[src/rtl/ecc_scrub_ctrl.sv]
// Background SECDED scrubber: walks a 39-bit ECC array over a shared req/gnt port and counts errors.
// Define ECC_SCRUB_WRITEBACK_EN to write corrected words back; otherwise the block only reports.
module ecc_scrub_ctrl #(
    parameter int DEPTH          = 16,
    parameter int ADDR_WIDTH     = 4,
    parameter int SCRUB_INTERVAL = 64
) (
    input  logic                  clk,
    input  logic                  rst_n,
    input  logic                  enable,
    input  logic                  cnt_clr,
    output logic                  mem_req,
    input  logic                  mem_gnt,
    output logic                  mem_we,
    output logic [ADDR_WIDTH-1:0] mem_addr,
    output logic [38:0]           mem_wdata,
    input  logic [38:0]           mem_rdata,
    output logic                  err_corr,
    output logic                  err_uncorr,
    output logic [ADDR_WIDTH-1:0] err_addr,
    output logic [15:0]           corr_cnt,
    output logic [15:0]           uncorr_cnt,
    output logic                  pass_done
);

    typedef enum logic [2:0] {
        S_IDLE, S_WAIT, S_RD, S_RDATA, S_CHK
`ifdef ECC_SCRUB_WRITEBACK_EN
        , S_WR
`endif
    } state_t;

    // Hamming check bits 6..1; data bit k sits at the k-th non-power-of-two codeword position.
    function automatic logic [6:1] ham(input logic [31:0] d);
        logic [38:1] cw;
        logic [6:1]  h;
        int          k;
        cw = '0;
        h  = '0;
        k  = 0;
        for (int pos = 3; pos <= 38; pos++) begin
            if ((pos & (pos - 1)) != 0) begin
                cw[pos] = d[k];
                k++;
            end
        end
        for (int i = 1; i <= 6; i++)
            for (int pos = 1; pos <= 38; pos++)
                if (pos[i-1]) h[i] = h[i] ^ cw[pos];
        return h;
    endfunction

`ifdef ECC_SCRUB_WRITEBACK_EN
    function automatic logic [6:0] encode(input logic [31:0] d);
        logic [6:1] h;
        h = ham(d);
        return {h, ^{d, h}};
    endfunction

    function automatic logic [31:0] correct(input logic [31:0] d, input logic [6:1] s);
        logic [31:0] r;
        int          k;
        r = d;
        k = 0;
        for (int pos = 3; pos <= 38; pos++) begin
            if ((pos & (pos - 1)) != 0) begin
                if (s == 6'(pos)) r[k] = ~r[k];
                k++;
            end
        end
        return r;
    endfunction
`endif

    state_t                state_q, state_d;
    logic [ADDR_WIDTH-1:0] addr_q, addr_d;
    logic [15:0]           ivl_q, ivl_d;
    logic [38:0]           word_q, word_d;
    logic                  req_q, req_d;
    logic                  err_corr_q, err_corr_d;
    logic                  err_uncorr_q, err_uncorr_d;
    logic [ADDR_WIDTH-1:0] err_addr_q, err_addr_d;
    logic [15:0]           corr_cnt_q, corr_cnt_d;
    logic [15:0]           uncorr_cnt_q, uncorr_cnt_d;
    logic                  pass_done_q, pass_done_d;
    logic                  advance;

    logic [31:0] word_data;
    logic [6:1]  syn;
    logic        par, is_corr, is_uncorr;

    assign word_data = word_q[38:7];
    assign syn       = ham(word_data) ^ word_q[6:1];
    assign par       = ^word_q;
    // With odd parity every syndrome that names a real codeword position is a single-bit error.
    assign is_corr   = par & (syn <= 6'd38);
    assign is_uncorr = (par & (syn > 6'd38)) | (~par & (syn != 6'd0));

`ifdef ECC_SCRUB_WRITEBACK_EN
    logic        we_q, we_d;
    logic [38:0] wdata_q, wdata_d;
    logic [31:0] corr_data;
    assign corr_data = correct(word_data, syn);
`endif

    always_comb begin
        state_d      = state_q;
        addr_d       = addr_q;
        ivl_d        = ivl_q;
        word_d       = word_q;
        req_d        = req_q;
        err_corr_d   = 1'b0;
        err_uncorr_d = 1'b0;
        err_addr_d   = err_addr_q;
        corr_cnt_d   = corr_cnt_q;
        uncorr_cnt_d = uncorr_cnt_q;
        pass_done_d  = 1'b0;
        advance      = 1'b0;
`ifdef ECC_SCRUB_WRITEBACK_EN
        we_d         = we_q;
        wdata_d      = wdata_q;
`endif
        case (state_q)
            S_IDLE: begin
                if (enable) begin
                    state_d = S_WAIT;
                    ivl_d   = 16'(SCRUB_INTERVAL);
                end
            end
            S_WAIT: begin
                if (!enable) begin
                    state_d = S_IDLE;
                end else if (ivl_q == 16'd0) begin
                    state_d = S_RD;
                    req_d   = 1'b1;
                end else begin
                    ivl_d = ivl_q - 16'd1;
                end
            end
            S_RD: begin
                if (mem_gnt) begin
                    state_d = S_RDATA;
                    req_d   = 1'b0;
                end else if (!enable) begin
                    state_d = S_IDLE;
                    req_d   = 1'b0;
                end
            end
            S_RDATA: begin
                word_d  = mem_rdata;
                state_d = S_CHK;
            end
            S_CHK: begin
                err_corr_d   = is_corr;
                err_uncorr_d = is_uncorr;
                if (is_corr || is_uncorr) err_addr_d = addr_q;
                if (is_corr && corr_cnt_q != 16'hFFFF) corr_cnt_d = corr_cnt_q + 16'd1;
                if (is_uncorr && uncorr_cnt_q != 16'hFFFF) uncorr_cnt_d = uncorr_cnt_q + 16'd1;
`ifdef ECC_SCRUB_WRITEBACK_EN
                if (is_corr) begin
                    state_d = S_WR;
                    req_d   = 1'b1;
                    we_d    = 1'b1;
                    wdata_d = {corr_data, encode(corr_data)};
                end else begin
                    advance = 1'b1;
                end
`else
                advance = 1'b1;
`endif
            end
`ifdef ECC_SCRUB_WRITEBACK_EN
            S_WR: begin
                if (mem_gnt) begin
                    req_d   = 1'b0;
                    we_d    = 1'b0;
                    advance = 1'b1;
                end
            end
`endif
            default: state_d = S_IDLE;
        endcase

        if (advance) begin
            if (addr_q == ADDR_WIDTH'(DEPTH - 1)) begin
                addr_d      = '0;
                pass_done_d = 1'b1;
            end else begin
                addr_d = addr_q + ADDR_WIDTH'(1);
            end
            state_d = enable ? S_WAIT : S_IDLE;
            ivl_d   = 16'(SCRUB_INTERVAL);
        end

        if (cnt_clr) begin
            corr_cnt_d   = '0;
            uncorr_cnt_d = '0;
        end
    end

    always_ff @(posedge clk) begin
        if (!rst_n) begin
            state_q      <= S_IDLE;
            addr_q       <= '0;
            ivl_q        <= '0;
            word_q       <= '0;
            req_q        <= 1'b0;
            err_corr_q   <= 1'b0;
            err_uncorr_q <= 1'b0;
            err_addr_q   <= '0;
            corr_cnt_q   <= '0;
            uncorr_cnt_q <= '0;
            pass_done_q  <= 1'b0;
`ifdef ECC_SCRUB_WRITEBACK_EN
            we_q         <= 1'b0;
            wdata_q      <= '0;
`endif
        end else begin
            state_q      <= state_d;
            addr_q       <= addr_d;
            ivl_q        <= ivl_d;
            word_q       <= word_d;
            req_q        <= req_d;
            err_corr_q   <= err_corr_d;
            err_uncorr_q <= err_uncorr_d;
            err_addr_q   <= err_addr_d;
            corr_cnt_q   <= corr_cnt_d;
            uncorr_cnt_q <= uncorr_cnt_d;
            pass_done_q  <= pass_done_d;
`ifdef ECC_SCRUB_WRITEBACK_EN
            we_q         <= we_d;
            wdata_q      <= wdata_d;
`endif
        end
    end

    assign mem_req    = req_q;
    assign mem_addr   = addr_q;
    assign err_corr   = err_corr_q;
    assign err_uncorr = err_uncorr_q;
    assign err_addr   = err_addr_q;
    assign corr_cnt   = corr_cnt_q;
    assign uncorr_cnt = uncorr_cnt_q;
    assign pass_done  = pass_done_q;
`ifdef ECC_SCRUB_WRITEBACK_EN
    assign mem_we     = we_q;
    assign mem_wdata  = wdata_q;
`else
    assign mem_we     = 1'b0;
    assign mem_wdata  = '0;
`endif

endmodule

[config.mk]
export PLATFORM = sky130hd
export DESIGN_NAME = ecc_scrub_ctrl
export DESIGN_NICKNAME = d
export VERILOG_FILES = /design/src/rtl/ecc_scrub_ctrl.sv
export SDC_FILE = /design/constraint.sdc
export NUM_CORES = 1
export LEC_CHECK = 0
export ABC_AREA = 1
export CAP_MARGIN = 20
export CORE_AREA = 5 5 114 127
export CTS_BUF_LIST = sky130_fd_sc_hd__clkbuf_16
export CTS_CLUSTER_DIAMETER = 120
export DETAILED_ROUTE_END_ITERATION = 8
export DIE_AREA = 0 0 119 132
export PLACE_DENSITY_LB_ADDON = 0.05
export REMOVE_ABC_BUFFERS = 1
export SLEW_MARGIN = 20
export SYNTH_ARGS = -nofsm -noshare
export SYNTH_HDL_FRONTEND = slang
export SYNTH_SLANG_ARGS = --single-unit
[constraint.sdc]
create_clock -name clk -period 2.4 [get_ports clk]
set_input_delay 0.48 -clock clk [delete_from_list [all_inputs] [get_ports clk]]
set_output_delay 0.48 -clock clk [all_outputs]
set_load 0.005 [all_outputs]
==> impl_metrics.env <==
export IMPL_outcome="complete, no violations"
export IMPL_r2r_slack_ns=0.13
export IMPL_leakage_nw=3.583
export IMPL_drt_vias_per_instance=5.082
export IMPL_drc=0
export IMPL_rsz0062_at_grt="true"
export IMPL_clkLatencyLatePin_ns=0.35
export IMPL_register_area_um2=2108
export IMPL_syn_avg_cell_area_um2=6.345
export IMPL_post_dp_hpwl_um=12490
export IMPL_grt_pass1_vias=6009
export IMPL_cts_buffer_depth=2
export IMPL_synthAdderAreaFrac_pct=0.7577
export IMPL_ys_seq_area_share_pct=30.91
export IMPL_finalMaxSlewViolations=0
export IMPL_row_count=44
export IMPL_start_kind="flip-flop"
export IMPL_fin_worst_skew_ns=0.006612
export IMPL_synth_compound_area_share_pct=11.74
export IMPL_path_class="flip-flop to flip-flop"
export IMPL_die_area_um2=15710
export IMPL_wl_per_cell_um=13.08
export IMPL_antenna_found_initial=0
export IMPL_place_area_um2=7531
export IMPL_finalSetupViolations=0
export IMPL_maxCapViolCount=0
export IMPL_period_share_pct=94.67
export IMPL_powerDensity_nw_per_um2=1096
export IMPL_chipHeight_um=132
export IMPL_cts_buffers=9
export IMPL_critPathMaxFanout=8
export IMPL_hold_viol=0
export IMPL_total_power_mw=9.109
export IMPL_nFillCells=1257
export IMPL_max_vdd_ir_drop_mv=0.6345
export IMPL_core_um2=12990
export IMPL_crit_required_ns=2.60
export IMPL_syn_area_um2=6605
export IMPL_synth_xor_area_share_pct=7.539
export IMPL_routed_wl_um=17160
export IMPL_synth_top_family_by_area="simple AND/OR/NAND/NOR gates"
export IMPL_p_int_mw=4.767
export IMPL_final_layout_size_suffix_gt1_share_pct=16.42
export IMPL_cp_startpoint="word_q[31]"
export IMPL_synth_enable_flop_cells=0
export IMPL_worst_pin_slew_ns=1.022
export IMPL_rr_endpoint="uncorr_cnt[5]"
export IMPL_grt_use_total_pct=21.00
export IMPL_gp_congestion=0.8932
export IMPL_ys_warn_count=0
export IMPL_clock_sinks=102
export IMPL_synthMuxAreaShare_pct=0
export IMPL_cts_tree="yes"
export IMPL_drtIter0Drc=388
export IMPL_crit_path_end_kind="flip-flop"
export IMPL_fin_crit_ns=2.272
export IMPL_synthFlopType="dfxtp_1"
export IMPL_crit_arrival_ns=2.47
export IMPL_area_delta_synth_final_pct=25.80
export IMPL_num_io_pins=128
export IMPL_ys_ff_latch=102
export IMPL_crit_end="uncorr_cnt[5]"
export IMPL_comb_power_share_pct=60.3
export IMPL_swShare_pct=47.67
export IMPL_layout_common_cells="nand2_1, inv_1, clkdlybuf4s50_1, a21oi_1, dfxtp_1"
export IMPL_vias=6668
export IMPL_synthSimpleGateAreaFrac_pct=35.52
export IMPL_final_common_cell="nand2_1"
export IMPL_postRouteAntennaNets=0
export IMPL_die_w_um=119
export IMPL_initial_core_util_pct=50.84
export IMPL_clockPowerShare_pct=14.6
export IMPL_clock_root_buffer="clkbuf_16"
export IMPL_final_nets=1195
export IMPL_io_buffers=87
export IMPL_grt_overflow=0
export IMPL_fmax_mhz=440.1
export IMPL_diodes=0
export IMPL_netlist_instances=1041
export IMPL_htree_num_levels=3
export IMPL_synth_cell_type_count=40
export IMPL_hold_path_class="flip-flop to flip-flop"
export IMPL_dr_pass1_iters=5
export IMPL_stdcell_area_um2=8309
export IMPL_power_switching_mw=4.342
export IMPL_grt_start_max_net_pins=68
export IMPL_reg2regPathDepth=20
export IMPL_synthArstFlopShare_pct=0
export IMPL_multiInputGateArea_um2=4055
export IMPL_worstReg2RegStart="word_q[31]"
export IMPL_grt_pass1_wl_um=27880
export IMPL_path_clk_slew_ns=0.07
export IMPL_seqPwrFrac_pct=25.1
export IMPL_relSlewSlack_pct=31.79
-- critical path, stage by stage, from the launching register on --
cell and delay [ns]:
dfxtp_4 0.36, inv_2 0.07, nand2_1 0.06, nand2_2 0.11, nand2_2 0.07, nand2_4 0.09, buf_4 0.11, nand2_1 0.04
nand3_1 0.10, nand2_1 0.05, nand2_1 0.05, nand2_1 0.05, nand2_1 0.08, inv_1 0.07, nand3_2 0.10, nor2_4 0.05
nor2_4 0.16, buf_12 0.16, nand3_4 0.16, nand2_2 0.13, a21oi_2 0.05
-- layer usage --
metal	track usage (%)	wire length (um)
met1	29.39	8164
met2	33.30	7950
met3	3.219	758
met4	6.504	283
met5	0	0
-- cell families after synthesis --
kind of cell	count (synthesis)
AOI/OAI and AO/OA	149
DFF	102
buffers and inverters	183
adders and majority gates	4
xor gates and xnor gates	56
and+or+nand+nor	546
other	1
-- cell usage after synthesis (4+ instances only) --
master,n,area (um^2)
nand2_1,329,1235
dfxtp_1,102,2042
inv_1,102,382.9
a21oi_1,82,410.4
nand3_1,74,370.4
nor2_1,73,274.0
o21ai_0,56,280.3
buf_4,42,315.3
xor2_1,35,306.5
nand4_1,25,156.4
xnor2_1,20,175.2
clkbuf_1,17,63.81
nand2_2,12,75.07
inv_2,11,41.29
nor3_1,11,55.05
nor4_1,6,37.54
buf_6,5,56.30
buf_2,4,20.02
ha_1,4,50.05
nand3b_1,4,30.03
-- power by group through the flow --
stage          sequential [mW]  clock, mW  combinational, mW
6_report                  2.29       1.33               5.49
5_1_grt                   2.33       1.42               6.17
4_1_cts                   2.23       1.36               4.48
3_5_place_dp              2.27          0               4.46
3_3_place_gp              2.26          0               4.40
2_1_floorplan             2.21          0               3.33
-- sequential cells by signal, indices dropped and copies added (netlist names) --
register    cells
mem_addr        4
ivl_q          16
mem_req         1
corr_cnt       16
uncorr_cnt     16
err_addr        4
state_q         3
err_corr        1
err_uncorr      1
word_q         39
pass_done       1
-- layout make-up --
type	count	share of cell area (%)
sequential	102	25.37
timing repair buffer	123	14.98
inverter	115	5.346
tap	161	2.424
multi-input combinational	796	48.80
clock inverter	6	0.3614
clock buffer	9	2.710
-- metrics by stage --
step | utilization [%] | setup WS, ns | hold slack [ns] | std cells | setup TNS [ns]
3_5_place_dp | 57.96 | 0.02994 | 0.4549 | 1280 | 0
2_1_floorplan | - | 0.1244 | 0.4349 | 1012 | 0
4_1_cts | 59.93 | 0.03208 | 0.4644 | 1295 | 0
3_3_place_gp | 57.96 | 0.06453 | 0.4545 | 1280 | 0
5_1_grt | 63.95 | -0.08946 | 0.5052 | 1312 | -1.227
6_report | 63.95 | 0.1279 | 0.4633 | 1312 | 0
-- repair_timing --
action,CTS,global route
gates resized for setup,0,134
hold buffers,0,0
endpoints found under the setup margin,0,42
hold endpoints to repair,0,0
setup buffers,0,13
-- worst min path at each step --
stage / from / to / slack [ns] / cells after the start
floorplan: ivl_q[4] / ivl_q[4] / 0.43 / 1
global placement: ivl_q[14] / ivl_q[14] / 0.45 / 2
detailed placement: ivl_q[4] / ivl_q[4] / 0.45 / 1
CTS: ivl_q[4] / ivl_q[4] / 0.46 / 1
global route: ivl_q[4] / ivl_q[4] / 0.51 / 1
finish: ivl_q[4] / ivl_q[4] / 0.46 / 1
(Power assumes the default switching activity.)
